### src/rtl/crossbar_port_arbiter_pkg.sv
// crossbar_port_arbiter_pkg
//   Definitions shared across the crossbar slice: the output-port arbiter
//   state encoding and the fixed width of the AXI-Stream tdest field.
package crossbar_port_arbiter_pkg;

   localparam int unsigned TDEST_W = 3;

   typedef enum logic {
      ST_IDLE = 1'b0,
      ST_XFER = 1'b1
   } state_t;

endpackage

### src/rtl/crossbar_port_arbiter_rr_pick.sv
// rr_pick
//   Round-robin priority pick: returns a one-hot grant for the first set bit
//   of req found scanning upward from ptr, wrapping modulo P_N.
//   req   : request vector, one bit per requester
//   ptr   : index holding highest priority this round
//   grant : one-hot pick, all zero when req is all zero
module rr_pick #(
   parameter int unsigned P_N     = 4,
   parameter int unsigned P_PTR_W = 2
) (
   input  logic [P_N-1:0]     req,
   input  logic [P_PTR_W-1:0] ptr,
   output logic [P_N-1:0]     grant
);

   logic found;

   // Outer loop walks priority order; inner loop keeps every bit index a
   // loop constant so the pick is a plain priority mux after unrolling.
   always_comb begin
      grant = '0;
      found = 1'b0;
      for (int unsigned off = 0; off < P_N; off++) begin
         for (int unsigned i = 0; i < P_N; i++) begin
            if (!found && req[i] && (i == ((32'(ptr) + off) % P_N))) begin
               grant[i] = 1'b1;
               found    = 1'b1;
            end
         end
      end
   end

endmodule

### src/rtl/crossbar_port_arbiter.sv
// crossbar_port_arbiter
//   One output port of an AXI-Stream crossbar. Inputs whose tdest matches
//   P_PORT_ID compete round-robin; the winner owns the port for a whole
//   packet (released only by an accepted tlast), with one idle cycle between
//   packets. The data path from the owner to the output is combinational.
//   i_clk, i_rst_n     : clock, synchronous active-low reset
//   s_axis_rx_*        : P_CROSSBAR_N packed input streams (slice i = input i)
//   m_axis_tx_*        : output stream
//   o_grant            : one-hot current owner, zero when idle
//   o_busy             : high while a packet is being transferred
//   o_pkt_cnt          : completed packets, wraps at 16 bits
module crossbar_port_arbiter
   import crossbar_port_arbiter_pkg::*;
#(
   parameter int unsigned P_CROSSBAR_N = 4,
   parameter int unsigned P_PORT_ID    = 0,
   parameter int unsigned P_DATA_WIDTH = 64
) (
   input  logic                                  i_clk,
   input  logic                                  i_rst_n,
   input  logic [P_CROSSBAR_N-1:0]               s_axis_rx_tvalid,
   input  logic [P_CROSSBAR_N*P_DATA_WIDTH-1:0]  s_axis_rx_tdata,
   input  logic [P_CROSSBAR_N-1:0]               s_axis_rx_tlast,
   input  logic [P_CROSSBAR_N*P_DATA_WIDTH/8-1:0] s_axis_rx_tkeep,
   input  logic [P_CROSSBAR_N-1:0]               s_axis_rx_tuser,
   input  logic [P_CROSSBAR_N*TDEST_W-1:0]       s_axis_rx_tdest,
   output logic [P_CROSSBAR_N-1:0]               s_axis_rx_tready,
   output logic                                  m_axis_tx_tvalid,
   output logic [P_DATA_WIDTH-1:0]               m_axis_tx_tdata,
   output logic                                  m_axis_tx_tlast,
   output logic [P_DATA_WIDTH/8-1:0]             m_axis_tx_tkeep,
   output logic                                  m_axis_tx_tuser,
   input  logic                                  m_axis_tx_tready,
   output logic [P_CROSSBAR_N-1:0]               o_grant,
   output logic                                  o_busy,
   output logic [15:0]                           o_pkt_cnt
);

   localparam int unsigned KEEP_W = P_DATA_WIDTH / 8;
   localparam int unsigned PTR_W  = (P_CROSSBAR_N > 1) ? $clog2(P_CROSSBAR_N) : 1;

   state_t                  state;
   logic [P_CROSSBAR_N-1:0] grant_q;
   logic [P_CROSSBAR_N-1:0] req;
   logic [P_CROSSBAR_N-1:0] pick;
   logic [PTR_W-1:0]        rr_ptr;
   logic [PTR_W-1:0]        g_idx;
   logic [PTR_W-1:0]        next_ptr;
   logic [15:0]             pkt_cnt;
   logic                    last_acc;

   always_comb begin
      req = '0;
      for (int unsigned i = 0; i < P_CROSSBAR_N; i++) begin
         req[i] = s_axis_rx_tvalid[i] &&
                  (s_axis_rx_tdest[i*TDEST_W +: TDEST_W] == TDEST_W'(P_PORT_ID));
      end
   end

   rr_pick #(
      .P_N     (P_CROSSBAR_N),
      .P_PTR_W (PTR_W)
   ) u_rr_pick (
      .req   (req),
      .ptr   (rr_ptr),
      .grant (pick)
   );

   // Owner mux: grant_q is one-hot, so at most one slice is selected.
   always_comb begin
      m_axis_tx_tvalid = 1'b0;
      m_axis_tx_tdata  = '0;
      m_axis_tx_tlast  = 1'b0;
      m_axis_tx_tkeep  = '0;
      m_axis_tx_tuser  = 1'b0;
      s_axis_rx_tready = '0;
      if (state == ST_XFER) begin
         for (int unsigned i = 0; i < P_CROSSBAR_N; i++) begin
            if (grant_q[i]) begin
               m_axis_tx_tvalid    = s_axis_rx_tvalid[i];
               m_axis_tx_tdata     = s_axis_rx_tdata[i*P_DATA_WIDTH +: P_DATA_WIDTH];
               m_axis_tx_tlast     = s_axis_rx_tlast[i];
               m_axis_tx_tkeep     = s_axis_rx_tkeep[i*KEEP_W +: KEEP_W];
               m_axis_tx_tuser     = s_axis_rx_tuser[i];
               s_axis_rx_tready[i] = m_axis_tx_tready;
            end
         end
      end
   end

   always_comb begin
      g_idx = '0;
      for (int unsigned i = 0; i < P_CROSSBAR_N; i++) begin
         if (grant_q[i]) g_idx = PTR_W'(i);
      end
   end

   assign next_ptr = (g_idx == PTR_W'(P_CROSSBAR_N - 1)) ? '0 : g_idx + 1'b1;
   assign last_acc = m_axis_tx_tvalid && m_axis_tx_tready && m_axis_tx_tlast;

   always_ff @(posedge i_clk) begin
      if (!i_rst_n) begin
         state   <= ST_IDLE;
         grant_q <= '0;
         rr_ptr  <= '0;
         pkt_cnt <= '0;
      end else begin
         case (state)
            ST_IDLE: begin
               if (|req) begin
                  grant_q <= pick;
                  state   <= ST_XFER;
               end
            end
            ST_XFER: begin
               if (last_acc) begin
                  grant_q <= '0;
                  rr_ptr  <= next_ptr;
                  pkt_cnt <= pkt_cnt + 16'd1;
                  state   <= ST_IDLE;
               end
            end
            default: state <= ST_IDLE;
         endcase
      end
   end

   assign o_grant   = grant_q;
   assign o_busy    = (state == ST_XFER);
   assign o_pkt_cnt = pkt_cnt;

endmodule

### config.mk
export PLATFORM = sky130hd
export DESIGN_NAME = crossbar_port_arbiter
export DESIGN_NICKNAME = d
export VERILOG_FILES = /design/src/rtl/crossbar_port_arbiter_pkg.sv /design/src/rtl/crossbar_port_arbiter_rr_pick.sv /design/src/rtl/crossbar_port_arbiter.sv
export SDC_FILE = /design/constraint.sdc
export NUM_CORES = 1
export LEC_CHECK = 0
export BUFFER_PORTS_ARGS = -buffer_cell sky130_fd_sc_hd__buf_2
export CORE_AREA = 2 2 163 165
export DETAILED_ROUTE_END_ITERATION = 8
export DIE_AREA = 0 0 165 167
export PLACE_DENSITY = 0.37
export SLEW_MARGIN = 20
export SYNTH_ARGS = -nofsm -noshare
export SYNTH_HDL_FRONTEND = slang
export SYNTH_SLANG_ARGS = --single-unit
### constraint.sdc
create_clock -name i_clk -period 1.7 [get_ports i_clk]
set_input_delay 0.34 -clock i_clk [delete_from_list [all_inputs] [get_ports i_clk]]
set_output_delay 0.34 -clock i_clk [all_outputs]
set_load 0.05 [all_outputs]
==> run_results.csv <==
group,metric,value,unit
global_routing,gr-usage-met2,0.306,
worst_setup_path,path_class,"reg2out",
synth,synth_area_leaders,"a22o_1 (19%), a22oi_1 (16%), dfxtp_1 (14%)",
final_layout,layout-drive-gt1-share,0.772,
clock_tree,htree_levels,1,
final_layout,fin_area,0.00894,mm^2
synth,synth_mux_area_frac,0.00597,
global_routing,met1_usage,0.206,
status,violations,"negative setup slack",
synth,synth.ff_latch_count,23,
synth,ys_warn_count,0,
final_layout,antennaDiodeCount,0,
power,ir_drop,0.336,mV
synth,synth_nets,824,
timing,fin_ws,-399,ps
drt,vias,5944,
synth,synth_cell_types,47,
synth,yosysMostFrequentCell,"o21ai_0",
worst_setup_path,crit_chain,"and3b_1 -> o311a_4 -> buf_6 -> or2_4 -> buf_6",
final_layout,finalNonFillerCells,1301,
timing,clock_skew,3.39,ps
global_routing,first_global_vias,5832,
floorplan,die_y,167,um
timing,whs,326,ps
worst_setup_path,critPathLaunchType,"flip-flop",
drt,route.detailed.drc,0,
clock_tree,cts_max_path_buffers,2,
timing,worstMarginPinSlew,393,ps
timing,min_period,2100,ps
timing,post-route-period-util,1.23,
clock_tree,cts_tree,"done",
place,postPlaceCellArea,0.00727,mm^2
floorplan,fp.dieW,165,um
place,place.gp.congestion,0.823,
timing,hold_viol_final,0,
clock_tree,insertion_delay,270,ps
floorplan,start_util,0.130,
drt,wl,24.2,mm
worst_hold_path,hp-class,"in2reg",
worst_setup_path,critPathSlowestCell,"dfxtp_4",
synth,synth-edff-count,0,
synth,avgSynthCellArea,6.61,um^2
final_layout,area_delta_synth_final,166,%
timing,clock.fmax,0.477,GHz
synth,synth_area,0.00336,mm^2
timing,max-slew-margin-rel,0.731,
power,p_leak,4.11,nW
synth,yosysTopAreaCellShare,0.191,
timing,rsz0062_at_grt,"true",
final_layout,utilization,0.347,
global_routing,grt_use_total,0.164,
global_routing,met3_usage,0.0182,
synth,synth_compound_area_frac,0.556,
worst_setup_path,critPathTopFamily,"simple AND/OR/NAND/NOR gates",
worst_setup_path,cp_max_fo,8,
global_routing,busiest_layer,"met2",
place,dp_hpwl,18.1,mm
worst_setup_path,crit_top_cell,"buf_6",
global_routing,grt_pass1_wl,35.3,mm
drt,drt_iter0_drc,197,
place,numPortBuffers,414,
synth,synthAdderAreaFrac,0.00373,
synth,synth_top_family_by_area,"compound AO/OA/AOI/OAI gates",
global_routing,grt_max_degree,36,
clock_tree,clkSinkCount,23,
worst_setup_path,crit_path_end_kind,"primary output",
power,power.density,277,mW/mm^2
floorplan,dieArea,0.0276,mm^2
timing,drv_slew,0,
clock_tree,cts_made_buffers,3,
clock_tree,cts-root-buf,"clkbuf_16",
clock_tree,clkSlewWorstSetupHoldPaths,60,ps
synth,synthSimpleGateAreaFrac,0.214,
drt,wl_per_cell,18.6,um
worst_setup_path,max_stage_delay,400,ps
drt,viasPerCell,4.57,
place,place_ws,-251,ps
synth,ys.flop_type,"dfxtp_1",
job,maxCapViolations,0,
global_routing,antenna_found_initial,1,
synth,ys_seq_area_frac,0.137,
final_layout,final_nets,1283,
worst_setup_path,critPathBufInv,2,
floorplan,core,0.0258,mm^2
status,status,"complete, but fails checks",
timing,setup_viol,96,
worst_setup_path,worstPathArrival,1760,ps
floorplan,ios,415,
synth,netlist_instances,508,
place,dp.cells,1269,
global_routing,grt.overflow.total,0,
drt,firstDrtPassIters,4,
floorplan,rows,59,
synth,yosysTopAreaCell,"a22o_1",
clock_tree,cts_hold_buf,0,
synth,synth_commonest_cells,"o21ai_0 (85), nand2_1 (83), a22o_1 (73), a22oi_1 (73), clkbuf_1 (50)",
synth,async_reset_ff_frac,0,
drt,ant_nets,0,
synth,synthXorXnorAreaFrac,0.00522,
worst_setup_path,required,1360,ps
## area by class of cell
cell class	instances	area (um^2)
fillers	2715	16800
repair buffers	513	4020
clock inverters	1	5.00
flip-flops and latches	23	487
well taps	335	419
clock buffers	3	75.1
inverters	5	21.3
multi-input cells	421	3920
## routing by layer
metal	up-vias	wire, um
li1	2902	-
met1	2806	9890
met2	215	12800
met3	19	1300
met4	2	235
met5	-	11
## worst reg2reg max path, delay by kind of cell (launching register included)
| kind | cells | cell delay (ps) |
|---|---|---|
| compound gates | 4 | 860 |
| buf+inv | 3 | 450 |
| flops | 1 | 400 |
| simple gates | 1 | 200 |
## layout by cell type, fill, tap and decap left out, types with 10 or more instances in the layout
cell type and instances:
a21oi_1 19, a22o_4 71, a22oi_2 65, buf_12 24, buf_16 10, buf_2 338, buf_4 57, buf_6 35
buf_8 48, dfxtp_1 12, nand2_1 83, nor2_1 12, o21ai_1 21, o21ai_2 58, or3_1 12
## worst paths after layout
kind | cells after the start | slack, ps | to | startpoint
worst max-delay path | 5 | -400 | m_axis_tx_tlast | o_grant[1]$_SDFFE_PN0P_
worst min-delay path | 2 | 330 | o_grant[1]$_SDFFE_PN0P_ | i_rst_n
worst max register to register | 8 | -280 | o_pkt_cnt[15]$_SDFFE_PN0P_ | o_grant[1]$_SDFFE_PN0P_
worst min register to register | 2 | 480 | o_pkt_cnt[7]$_SDFFE_PN0P_ | o_pkt_cnt[7]$_SDFFE_PN0P_
## report_power, final
group | switching (mW) | leakage [nW] | total [mW] | internal, mW
clock | 0.224 | 0.0409 | 0.542 | 0.318
combinational | 0.699 | 3.87 | 1.38 | 0.680
sequential | 0.0107 | 0.192 | 0.550 | 0.540
## timing repair
item | 4_1_cts | 5_1_grt
gates cloned | 11 | 1
endpoints found under the hold margin | 0 | 0
gates resized for setup | 221 | 110
buffers inserted | 11 | 6
pin swaps | 55 | 55
setup endpoints to repair | 99 | 98
## per-stage QoR
stage,TNS (ps),power (mW)
4_1_cts,-29330,2.46
3_3_place_gp,-12610,1.71
6_report,-26770,2.47
5_1_grt,-32770,2.61
3_5_place_dp,-12020,1.71
2_1_floorplan,-7220,1.11
## sequential cells by signal, indices dropped and copies added, names as in the netlist
signal and flops:
o_pkt_cnt 16, o_grant 4, rr_ptr 2, o_busy 1
## kinds of logic after synthesis
family | after synthesis
xor gates and xnor gates | 2
buffers and inverters | 65
AOI/OAI and AO/OA | 268
adders and majority gates | 1
and+or+nand+nor | 147
DFF | 23
muxes | 2
Note: power is estimated with default switching activity, not from simulation.
